[src/rtl/mole_pkg.sv]
// Shared types and constants for the whack-a-mole wave generator.
package mole_pkg;

    typedef logic [17:0] mole_mask_t;

    typedef enum logic [2:0] {
        IDLE,
        SPAWN,
        ACTIVE,
        REPORT,
        GAP
    } wave_state_t;

    localparam mole_mask_t LFSR_SEED = 18'h2A5F3;
    localparam int         LFSR_TAP  = 11;

    // Sparse mask from the LFSR; falls back to a single mole so a wave is never empty.
    function automatic mole_mask_t spawn_mask(input mole_mask_t l);
        mole_mask_t m;
        m = l & {l[8:0], l[17:9]};
        if (m == '0) begin
            if (l[4:0] < 5'd18) begin
                m = mole_mask_t'(1) << l[4:0];
            end else begin
                m = mole_mask_t'(1);
            end
        end
        return m;
    endfunction

endpackage

[src/rtl/mole_lfsr.sv]
// Free-running 18-bit Fibonacci LFSR, polynomial x^18 + x^11 + 1.
module mole_lfsr
    import mole_pkg::*;
(
    input  logic       clk,
    input  logic       reset,
    output mole_mask_t o_lfsr
);

    mole_mask_t r_lfsr;
    logic       w_fb;

    assign w_fb = r_lfsr[17] ^ r_lfsr[LFSR_TAP-1];

    always_ff @(posedge clk) begin
        if (!reset) begin
            r_lfsr <= LFSR_SEED;
        end else begin
            r_lfsr <= {r_lfsr[16:0], w_fb};
        end
    end

    assign o_lfsr = r_lfsr;

endmodule

[src/rtl/mole_wave_gen.sv]
// Mole wave generator: spawns random waves, records switch strikes,
// and reports the hit mask once per wave.
module mole_wave_gen
    import mole_pkg::*;
#(
    parameter int N_MOLES    = 18,
    parameter int WAVE_TICKS = 1000,
    parameter int GAP_TICKS  = 250,
    parameter int N_WAVES    = 20
) (
    input  logic               clk,
    input  logic               reset,
    input  logic               start,
    input  logic               tick,
    input  logic [N_MOLES-1:0] sw,
    output logic [N_MOLES-1:0] led_moles,
    output logic [N_MOLES-1:0] hit_reg,
    output logic               wave_done,
    output logic               game_over,
    output logic               busy
);

    wave_state_t r_state, w_state_nxt;
    mole_mask_t  r_sync1, r_sync2, r_prev;
    mole_mask_t  r_led, r_hits;
    logic [15:0] r_tick_cnt;
    logic [7:0]  r_wave_cnt;
    logic        r_game_over;

    mole_mask_t  w_lfsr, w_toggle, w_strike;
    mole_mask_t  w_led_nxt, w_hits_nxt;
    logic [15:0] w_tick_nxt;
    logic [7:0]  w_wave_nxt;
    logic        w_over_nxt;
    logic        w_wave_end, w_gap_end;

    mole_lfsr u_lfsr (
        .clk    (clk),
        .reset  (reset),
        .o_lfsr (w_lfsr)
    );

    assign w_toggle   = r_sync2 ^ r_prev;
    assign w_strike   = w_toggle & r_led;
    assign w_wave_end = tick && (r_tick_cnt == 16'(WAVE_TICKS - 1));
    assign w_gap_end  = tick && (r_tick_cnt == 16'(GAP_TICKS - 1));

    always_ff @(posedge clk) begin
        if (!reset) begin
            r_state <= IDLE;
        end else begin
            r_state <= w_state_nxt;
        end
    end

    always_comb begin
        w_state_nxt = r_state;
        w_led_nxt   = r_led;
        w_hits_nxt  = r_hits;
        w_tick_nxt  = r_tick_cnt;
        w_wave_nxt  = r_wave_cnt;
        w_over_nxt  = 1'b0;
        unique case (r_state)
            IDLE: begin
                if (start) begin
                    w_state_nxt = SPAWN;
                    w_wave_nxt  = '0;
                end
            end
            SPAWN: begin
                w_led_nxt   = spawn_mask(w_lfsr);
                w_hits_nxt  = '0;
                w_tick_nxt  = '0;
                w_state_nxt = ACTIVE;
            end
            ACTIVE: begin
                // Strikes landing on the timeout cycle are still credited.
                w_hits_nxt = r_hits | w_strike;
                w_led_nxt  = r_led & ~w_strike;
                if (tick) begin
                    w_tick_nxt = r_tick_cnt + 16'd1;
                end
                if (r_led == '0 || w_wave_end) begin
                    w_state_nxt = REPORT;
                end
            end
            REPORT: begin
                w_led_nxt   = '0;
                w_wave_nxt  = r_wave_cnt + 8'd1;
                w_tick_nxt  = '0;
                w_state_nxt = GAP;
            end
            GAP: begin
                if (tick) begin
                    w_tick_nxt = r_tick_cnt + 16'd1;
                    if (w_gap_end) begin
                        if (r_wave_cnt == 8'(N_WAVES)) begin
                            w_over_nxt  = 1'b1;
                            w_state_nxt = IDLE;
                        end else begin
                            w_state_nxt = SPAWN;
                        end
                    end
                end
            end
            default: begin
                w_state_nxt = IDLE;
            end
        endcase
    end

    always_ff @(posedge clk) begin
        if (!reset) begin
            r_sync1     <= sw;
            r_sync2     <= sw;
            r_prev      <= sw;
            r_led       <= '0;
            r_hits      <= '0;
            r_tick_cnt  <= '0;
            r_wave_cnt  <= '0;
            r_game_over <= 1'b0;
        end else begin
            r_sync1     <= sw;
            r_sync2     <= r_sync1;
            r_prev      <= r_sync2;
            r_led       <= w_led_nxt;
            r_hits      <= w_hits_nxt;
            r_tick_cnt  <= w_tick_nxt;
            r_wave_cnt  <= w_wave_nxt;
            r_game_over <= w_over_nxt;
        end
    end

    assign led_moles = r_led;
    assign hit_reg   = (r_state == REPORT) ? r_hits : '0;
    assign wave_done = (r_state == REPORT);
    assign game_over = r_game_over;
    assign busy      = (r_state != IDLE);

endmodule

[config.mk]
export PLATFORM = sky130hd
export DESIGN_NAME = mole_wave_gen
export DESIGN_NICKNAME = d
export VERILOG_FILES = /design/src/rtl/mole_pkg.sv /design/src/rtl/mole_lfsr.sv /design/src/rtl/mole_wave_gen.sv
export SDC_FILE = /design/constraint.sdc
export NUM_CORES = 1
export LEC_CHECK = 0
export ABC_AREA = 1
export ABC_CLOCK_PERIOD_IN_PS = 2800
export CORE_MARGIN = 3
export CORE_UTILIZATION = 60
export CTS_CLUSTER_DIAMETER = 30
export DETAILED_ROUTE_END_ITERATION = 12
export PLACE_DENSITY = 0.94
export SYNTH_ARGS = -nofsm -noshare
export SYNTH_HDL_FRONTEND = slang
export SYNTH_SLANG_ARGS = --single-unit
export TNS_END_PERCENT = 100
[constraint.sdc]
create_clock -name clk -period 2.8 [get_ports clk]
set_clock_uncertainty 0.2 [all_clocks]
set_input_delay 0.42 -clock clk [delete_from_list [all_inputs] [get_ports clk]]
set_output_delay 0.42 -clock clk [all_outputs]
set_load 0.02 [all_outputs]
==> impl_results.md <==
* Run status: completed
* Placer Congestion at 0.9357
* Post-Layout Cell Count at 982
* Initial DRT Pass Iterations at 5
* Synthesis Warnings at 0
* Element type at the critical path end: output pin
* Part of the cycle the worst path needs at 94.63%
* Skew-Pair Late Insertion Delay at 530 ps
* Register area share after synthesis at 47.95%
* Clk slew on worst S/H paths at 60 ps
* Crit path DAT at 2030 ps
* Synth Instances at 785
* Commonest non-fill, non-tap cell in the layout: nand2_1
* H-tree Lvls at 4
* Die Area at 0.01067 mm^2
* Placed cells at 951
* R2R Setup Slk at 740 ps
* Worst Path Required at 2180 ps
* Vias after detailed routing at 5232
* Initial antenna violation count at 0
* Syn nets at 811
* Synth Cell Area at 0.005678 mm^2
* Post-DP HPWL at 9753 um
* Clock tree from TritonCTS: done
* Top_reg_cell synth: dfxtp_1
* Worst min path class: primary input to flip-flop
* Pleak at 3.045 nW
* Max Transition Viols Final at 0
* Setup TNS at 0 ps
* #FFs+latches synth at 136
* Metal3 WL at 766 um
* P per Cell Area at 769.0 mW/mm^2
* Clk sinks at 136
* Fmax at 0.3774 GHz
* DRT Wirelength at 14350 um
* CTS buffer count at 17
* Hold Fails Final Rpt at 0
* Die width at 103.3 um
* Post-DR vias/cell at 5.328
* Worst VDD drop at 0.0006548 V
* DIE HEIGHT at 103.3 um
* Post-synthesis area per instance at 7.233 um^2
* Commonest non-fill, non-tap cells in the layout: nand2_1, dfxtp_1, nor2_1
* Number of buffers added on ports at 60
* Pin count of the biggest net entering global routing at 58
* Antenna diode count at 0
* Min cycle time layout at 2650 ps
* Initial Util at 63.26%
* First-pass GRT wire length at 23160 um
* Max-slew headroom at 53.80%
* RSZ-0062 raised after global routing: false
* FP Rows at 34
* Setup CP Type: flip-flop to output pin
* DRT antenna net count at 0
* Setup violators final at 0
* I/O Pins at 61
* Slew @ Worst Pin at 692.3 ps
* Core ar. at 0.008976 mm^2
* Worst Setup SP: r_state[2]
* Worst setup SP type: flip-flop
* Starting DRC count in detailed routing at 366
* Post-synth EDFFs at 0
* Nets at 870
* Netlist cell types at 32
* CTS root buffer: clkbuf_8
* Overall Global Routing Usage at 27.92%
* Met2 wire len at 7268 um
* Grt ovf at 0
* Layout cells sized above 1 at 6.659%
* DRC viols at 0
* Layout area overhead at 20.91%
* Worst reg2reg path depth at 7
* Asr flop ratio synth at 0%
* Hold_buf cts at 0
* R2r endpoint: r_tick_cnt[10]
* Top Layer Used: met4
* M1 WL at 6013 um
* Clock Path Buffers at 2
* Max_cap viols at 0
* Max Fanout on Critical Path at 15
* CP endpoint: hit_reg[16]
* Vias in the first global route at 4997
* DR WL/cell at 14.62 um
* Reg2reg start: r_state[2]
kinds of logic (layout without fill, tap and decap cells):
family | after synthesis | after routing | synth area share (%)
AND/OR/NAND/NOR | 409 | 409 | 29.44
flip-flops | 136 | 136 | 47.95
buffers and inverters | 116 | 187 | 8.197
AO/OA/AOI/OAI | 101 | 101 | 10.60
XOR/XNOR | 19 | 19 | 2.931
adder cells (fa/ha/maj) | 4 | 4 | 0.8815
per-stage QoR:
| stage | instance area (um^2) | setup WS [ps] | power (mW) | hold WS, ps | utilization (%) |
|---|---|---|---|---|---|
| floorplan | 5678 | 807.4 | 2.929 | 199.1 | - |
| global placement | 6349 | 431.3 | 3.214 | 200.8 | 70.73 |
| finish | 6865 | 150.5 | 5.279 | 159.6 | 76.48 |
| global route | 6865 | 4.445 | 5.500 | 155.2 | 76.48 |
| detailed placement | 6349 | 375.0 | 3.249 | 214.3 | 70.73 |
| CTS | 6869 | 95.44 | 5.280 | 155.4 | 76.53 |
power by group:
part	total [mW]	switching (mW)	internal [mW]	leakage, nW
combinational	1.03	0.693	0.339	1.66
sequential	2.20	0.120	2.08	1.12
clock	2.05	0.832	1.22	0.263
layout make-up:
cell class	count	area [um^2]
clock inverters	11	98.84
well taps	126	157.7
fillers	634	2111
multi-input cells	533	2490
inverters	90	337.8
clock buffers	20	445.4
flip-flops and latches	136	2723
repair buffers	66	613.1
synthesized netlist by cell type (all sizes together), types with 3 or more instances:
library cell,instances,area (um^2)
o2111ai,4,35.03
a211oi,3,22.52
inv,89,334.1
o21ai,38,190.2
nand2,252,958.4
ha,4,50.05
nand4,9,56.30
nand3,32,160.2
a21oi,26,130.1
or2,8,50.05
buf,12,75.07
clkbuf,14,52.55
dfxtp,136,2723
o211ai,13,97.59
nor2,94,365.3
a22oi,15,112.6
nor3,9,50.05
xnor2,19,166.4
registers in the layout, indices dropped and copies added, names as in the netlist:
register	flops
r_sync1	18
r_hits	18
game_over	1
r_wave_cnt	8
r_tick_cnt	16
u_lfsr.o_lfsr	18
r_state	3
r_prev	18
r_sync2	18
led_moles	18
per-layer routing:
metal / up-vias / GRT usage [%]
met5: - / 0
met4: 0 / 10.56
met3: 27 / 5.969
met2: 196 / 48.20
met1: 2408 / 34.21
li1: 2601 / -
repair_timing:
item / in CTS / in global routing
resized for setup: 19 / 2
setup endpoints to repair: 19 / 1
hold endpoints to repair: 0 / 0
buffers inserted: 0 / 0
worst max-delay path, cell delays in order, from the launching register on:
cell           delay (ps)
dfxtp_1               330
inv_1                 130
nand2_2               140
inv_1                 130
nand2_1                80
buf_4                 210
nor2_1                120
dlygate4sd2_1         350
worst min path at each step:
stage | from | endpoint | slack [ps] | cells past startpoint
3_5_place_dp | r_sync1[10] | r_sync2[10] | 210 | 2
2_1_floorplan | r_sync1[16] | r_sync2[16] | 200 | 2
3_3_place_gp | r_sync1[16] | r_sync2[16] | 200 | 2
5_1_grt | sw[11] | r_sync1[11] | 160 | 1
4_1_cts | sw[11] | r_sync1[11] | 160 | 1
6_report | sw[7] | r_sync1[7] | 160 | 1
No activity file was read; power rests on OpenSTA's default activity.
